--- src/rtl/pattern_gen.sv ---
// pattern_gen: free-running video timing and test-pattern generator.
// Every output is the registered decode of the pre-edge (h, v) counter position.
module pattern_gen #(
  parameter logic [15:0] HSP     = 16'd6,
  parameter logic [15:0] HBP     = 16'd100,
  parameter logic [15:0] H_VAL   = 16'd1080,
  parameter logic [15:0] HFP     = 16'd60,
  parameter logic [15:0] H_TOTAL = 16'd1246,
  parameter logic [15:0] VSP     = 16'd6,
  parameter logic [15:0] VBP     = 16'd20,
  parameter logic [15:0] V_VAL   = 16'd1920,
  parameter logic [15:0] VFP     = 16'd10,
  parameter logic [15:0] V_TOTAL = 16'd1956
) (
  input  logic        px_clk,
  input  logic        rstn,
  output logic        hsync,
  output logic        vsync,
  output logic        dval,
  output logic [23:0] px_data,
  output logic        key,
  output logic        line_en
);

  // The active window is bounded by both the active count and the front porch,
  // so an inconsistent parameter set can never push dval into blanking.
  localparam logic [16:0] HA         = {1'b0, HSP} + {1'b0, HBP};
  localparam logic [16:0] HA_END_VAL = HA + {1'b0, H_VAL};
  localparam logic [16:0] HA_END_FP  = {1'b0, H_TOTAL} - {1'b0, HFP};
  localparam logic [16:0] HA_END     = (HA_END_VAL < HA_END_FP) ? HA_END_VAL : HA_END_FP;
  localparam logic [16:0] VA         = {1'b0, VSP} + {1'b0, VBP};
  localparam logic [16:0] VA_END_VAL = VA + {1'b0, V_VAL};
  localparam logic [16:0] VA_END_FP  = {1'b0, V_TOTAL} - {1'b0, VFP};
  localparam logic [16:0] VA_END     = (VA_END_VAL < VA_END_FP) ? VA_END_VAL : VA_END_FP;
  localparam logic [15:0] H_LAST     = H_TOTAL - 16'd1;
  localparam logic [15:0] V_LAST     = V_TOTAL - 16'd1;

  logic [15:0] r_h_cnt;
  logic [15:0] r_v_cnt;
  logic [7:0]  r_frame_cnt;

  logic        w_h_last;
  logic        w_v_last;
  logic        w_hsync;
  logic        w_vsync;
  logic        w_line_en;
  logic        w_dval;
  logic        w_key;
  logic [7:0]  w_r;
  logic [7:0]  w_g;
  logic [23:0] w_px;

  logic        r_hsync;
  logic        r_vsync;
  logic        r_line_en;
  logic        r_dval;
  logic        r_key;
  logic [23:0] r_px;

  function automatic logic in_window(input logic [15:0] pos,
                                     input logic [16:0] lo,
                                     input logic [16:0] hi);
    in_window = ({1'b0, pos} >= lo) && ({1'b0, pos} < hi);
  endfunction

  // Decode of the current counter position.
  always_comb begin
    w_h_last  = (r_h_cnt == H_LAST);
    w_v_last  = (r_v_cnt == V_LAST);
    w_hsync   = (r_h_cnt < HSP);
    w_vsync   = (r_v_cnt < VSP);
    w_line_en = in_window(r_v_cnt, VA, VA_END);
    w_dval    = w_line_en && in_window(r_h_cnt, HA, HA_END);
    w_key     = (r_h_cnt == 16'd0) && (r_v_cnt == 16'd0);
    w_r       = r_h_cnt[7:0] - HA[7:0];
    w_g       = r_v_cnt[7:0] - VA[7:0];
    if (w_dval) begin
      w_px = {w_r, w_g, r_frame_cnt};
    end else begin
      w_px = 24'h000000;
    end
  end

  // Raster position and frame counters.
  always_ff @(posedge px_clk or negedge rstn) begin
    if (!rstn) begin
      r_h_cnt     <= 16'd0;
      r_v_cnt     <= 16'd0;
      r_frame_cnt <= 8'd0;
    end else if (w_h_last) begin
      r_h_cnt <= 16'd0;
      if (w_v_last) begin
        r_v_cnt     <= 16'd0;
        r_frame_cnt <= r_frame_cnt + 8'd1;
      end else begin
        r_v_cnt <= r_v_cnt + 16'd1;
      end
    end else begin
      r_h_cnt <= r_h_cnt + 16'd1;
    end
  end

  // Output registers: one cycle behind the counters.
  always_ff @(posedge px_clk or negedge rstn) begin
    if (!rstn) begin
      r_hsync   <= 1'b0;
      r_vsync   <= 1'b0;
      r_line_en <= 1'b0;
      r_dval    <= 1'b0;
      r_key     <= 1'b0;
      r_px      <= 24'h000000;
    end else begin
      r_hsync   <= w_hsync;
      r_vsync   <= w_vsync;
      r_line_en <= w_line_en;
      r_dval    <= w_dval;
      r_key     <= w_key;
      r_px      <= w_px;
    end
  end

  assign hsync   = r_hsync;
  assign vsync   = r_vsync;
  assign line_en = r_line_en;
  assign dval    = r_dval;
  assign key     = r_key;
  assign px_data = r_px;

endmodule

--- config.mk ---
export PLATFORM = sky130hd
export DESIGN_NAME = pattern_gen
export DESIGN_NICKNAME = d
export VERILOG_FILES = /design/src/rtl/pattern_gen.sv
export SDC_FILE = /design/constraint.sdc
export NUM_CORES = 1
export LEC_CHECK = 0
export ABC_CLOCK_PERIOD_IN_PS = 2200
export CAP_MARGIN = 5
export CORE_AREA = 2 2 118 120
export CTS_CLUSTER_DIAMETER = 80
export DETAILED_ROUTE_END_ITERATION = 16
export DIE_AREA = 0 0 120 122
export GPL_TIMING_DRIVEN = 0
export MAX_ROUTING_LAYER = met4
export RECOVER_POWER = 25
export SLEW_MARGIN = 15
export SYNTH_ARGS = -nofsm -noshare
export SYNTH_HDL_FRONTEND = slang
export SYNTH_SLANG_ARGS = --single-unit
--- constraint.sdc ---
create_clock -name px_clk -period 2.2 [get_ports px_clk]
set_input_delay 0.33 -clock px_clk [delete_from_list [all_inputs] [get_ports px_clk]]
set_output_delay 0.33 -clock px_clk [all_outputs]
set_load 0.01 [all_outputs]
==> metrics list <==
- The run finished, with violations left.
* Violations in the final reports: negative setup slack
- Number of enable flip-flop cells after synthesis: 0
- Number of antenna cells inserted: 0
- H-tree levels: 3
- Setup violations remaining at the end of the flow were counted as 4.
- First-pass DRT Iterations: 4
- Clock insertion delay at the later pin of the skew report: ~0.33 ns
- For hold timing, the worst endpoint is r_v_cnt[13].
- Clock buffer depth: 2
* Setup repair after global routing missed its margin: true
- The worst register-to-register path has a depth of 6.
- Leading post-synthesis cells by cell area: dfrtp_1 52%, nor2_1 5.0%, xnor2_1 4.8%
- Library cell with the largest summed area after synthesis: dfrtp_1
- Data on the critical path is required at its endpoint by 2.46 ns.
* Crit path max-delay cell type: or4_4
- Min-Delay Path Class: flop to flop
* # rows: 43
- Summing every instance area after synthesis gives around 3300 um2.
- The core region is 13,500 um2.
* Arr. time, crit path: 2.51 ns
* Pin count of the biggest net entering global routing: 52
- In this design, the critical path's most frequently occurring cell is or4_4.
- Overall overflow remaining after global route: 0
* Number of vias per cell: around 4.4
* Worst setup slack for register-to-register paths: -0.05 ns
- The filler cells instantiated in the layout total about 1,300.
- The congestion estimate from routability-driven global placement came to 0.869.
- Final period demand of the worst path: 2.25 ns
- Sum of internal, switching and leakage power: about 2.7 mW
* Hold_sp: r_v_cnt[13]
- VDD sags by at most 0.481 mV.
- Initial antenna violation count: 0
* Count of cells along the worst hold path: 1
* Number of global-route vias before repair: approximately 2,400
- Yosys printed 0 warnings.
- Net switching is 20.3% of the power.
- Post-layout instance count excluding filler cells: 566
- Across all layers, the routed design uses 2,464 vias.
- Comb pwr share: between 1 and 1.5%
* Worst-path cell chain: or4_4, or3_1, or4_4, buf_4, nor4_4, xor2_1
- For this run, the top clock speed supported by timing is about 440 MHz.
- CTS saw 69 sinks.
- The internal portion of the total power is 2.19 mW.
* Clock input transition at the sequential cells of the worst setup and hold paths: 0.06 ns
- Registers are responsible for a little under half of the overall power.
* Synth-to-layout area growth: 36.0%
- Across every metal layer, demand over resource in global routing totals a little over a tenth.
* Commonest cells after routing, fill and taps aside: 66 x dfrtp_1, 44 x nor2_1, 29 x clkdlybuf4s50_1
- The clock network burns between 50% and 60% of the power.
- Number of synthesized register bits: 69
* Endpoint kind of the worst setup timing path: flop
- Final slew viol count: 0
- Setup total negative slack: -0.138 ns
- Count of nets left with antenna violations after detail routing: 0
- Clock tree from TritonCTS: done
- LEAKAGE: 1.98 nW
- Together, buffers and inverters on the worst path number 1.
- Dividing the detail-routed wire length by the instance count gives 13.0 um.
- By startpoint and endpoint, the worst setup path is classified as flop to flop.
- Once routing completed, OpenROAD measured the worst setup slack at -0.0525 ns.
- For this run, design rule violations remaining after detail routing come to 0.
* Number of instances in the synthesized netlist: 320
- Leaving out fill and tap cells, the most frequent cell in the layout is dfrtp_1.
* Final hold violation count: 0
- The tree is rooted in a clkbuf_16.
- For this configuration, the core starts out at a cell density of 24.4%.
- Die X-Extent: 120 um
- Final Net Count: 395
- Including well taps, the total number of placed cells is 531.
- The most used flip-flop cell after synthesis is dfrtp_1.
- Worst slew margin: 25.7%
* Count of unique library cells instantiated by Yosys: 39
- Once detailed placement completed, the half-perimeter wirelength came to between 4000 and 5000 um.
* Top cell family by delay on the critical path: simple AND/OR/NAND/NOR gates
- Number of placed I/O pins: 31
* Setup skew after layout: approximately 0.011 ns
- Final worst-path cycle share: 102%
- Switch Pwr: 0.557 mW
- Cells with a size suffix above 1 make up 21.0% of the layout.
- TritonCTS created 9 clock buffers.
* Number of maximum-capacitance constraint violations: 0
- Reg-to-reg startpoint: r_h_cnt[12]
- At the pin with the least slew margin, the transition time is 1.11 ns.
- The die is 122 um tall.
- FFs w/ async S/R, synth: 100%
- Violation count after the first detailed-route iteration: around 190
* Sequential share of the synthesized area: between 50% and 60%
- Buffers added on ports: 30
- In this run the mean area of a mapped cell was 10.3 um2.
- Startpoint kind of the worst setup timing path: flop
- Power spread over the standard cell area amounts to 612 nW/um2.
* Area share of the leading cell type in the synthesized netlist: a little over half
- The die covers 14,600 um2.
- The routed design has 7330 um of wire.
* Post-Synthesis Net Count: 334
- CP Max Fanout: 4
* FF-to-FF End: r_v_cnt[15]
- The first global-routing pass estimated ~12,000 um of wire.
- In this design, the stage delay of the slowest critical-path cell is 0.51 ns.
- Worst setup path startpoint: r_h_cnt[12]
-- worst max path at each step --
stage,endpoint,depth (start not counted)
detailed placement,px_data[11],9
finish,r_v_cnt[15],6
global route,r_v_cnt[13],5
global placement,px_data[14],1
floorplan,r_v_cnt[15],5
CTS,r_v_cnt[11],5
-- what timing repair did --
item,CTS,global route
cloned,1,0
endpoints found under the hold margin,18,0
pin swaps,6,7
setup buffers,9,11
hold buffers,1,0
resized for setup,21,18
setup endpoints to repair,58,52
-- cell type report --
type                    count  area, um2  share of cell area (%)
flip-flops and latches     69       1730                    38.6
multi-input cells         219       1550                    34.6
repair buffers             53        489                    10.9
clock buffers              11        243                    5.41
well taps                 180        225                    5.02
plain buffers              13        126                    2.82
clock inverters             5       60.1                    1.34
inverters                  16       60.1                    1.34
-- routing by layer --
layer | global-route usage (%) | share of wire [%]
met4 | 4.56 | 1.6
met2 | 16.2 | 48
met5 | - | 0
met1 | 13.5 | 46
met3 | 3.42 | 4.6
-- cells by family (layout without fill, tap and decap cells) --
group	Yosys count	after routing	share of synthesized area [%]
buffers and inverters	32	98	5.65
AOI/OAI and AO/OA	30	30	5.62
adders and majority gates	12	12	4.55
and+or+nand+nor	138	138	21.2
xor gates and xnor gates	36	36	9.56
muxes	3	3	1.02
DFF	69	69	52.4
-- synth_stat cells (2+ instances only) --
library cell	instances
dfrtp_1	69
mux2_2	3
and4_1	2
buf_6	5
or3_1	4
nor4_1	9
or4_1	4
nor2_1	44
nand4_1	12
nand2b_1	2
o31ai_1	3
a21oi_1	5
and3_1	2
nor3_1	10
a31oi_1	3
nand3_1	17
inv_1	16
ha_1	12
clkbuf_8	2
xnor2_1	18
o21ai_0	12
xor2_1	18
clkbuf_1	7
nand2_1	21
and2_1	5
or4_4	2
-- worst reg2reg max path: cells and delay by family (launching register included) --
kind / cells / cell delay, ns
AND/OR/NAND/NOR: 4 / 1.45
buffers and inverters: 1 / 0.17
flip-flops: 1 / 0.41
XOR/XNOR: 1 / 0.17
-- flip-flops by register name, summed over array words and instances (netlist names) --
register     cells
dval             1
r_h_cnt         16
hsync            1
r_v_cnt         16
key              1
line_en          1
r_frame_cnt      8
vsync            1
px_data         24
-- per-stage QoR --
step	cell area, um2	worst slack, ns	utilization (%)	hold WS (ns)
finish	4480	-0.0525	33.2	0.498
global route	4480	-0.157	33.2	0.518
CTS	4340	-0.0923	32.1	0.427
detailed placement	3880	-0.545	28.7	0.233
global placement	3850	-1.48	28.5	0.475
floorplan	3330	0.000660	-	0.0344
-- power groups by stage --
stage          clock network, mW  registers (mW)   logic [mW]
4_1_cts                     1.47            1.27       0.0345
2_1_floorplan                  0            1.29  0.000000616
3_3_place_gp                   0            1.29       0.0267
5_1_grt                     1.55            1.27       0.0372
6_report                    1.44            1.27       0.0313
3_5_place_dp                   0            1.29       0.0332
No activity file was read; power rests on OpenSTA's default activity.
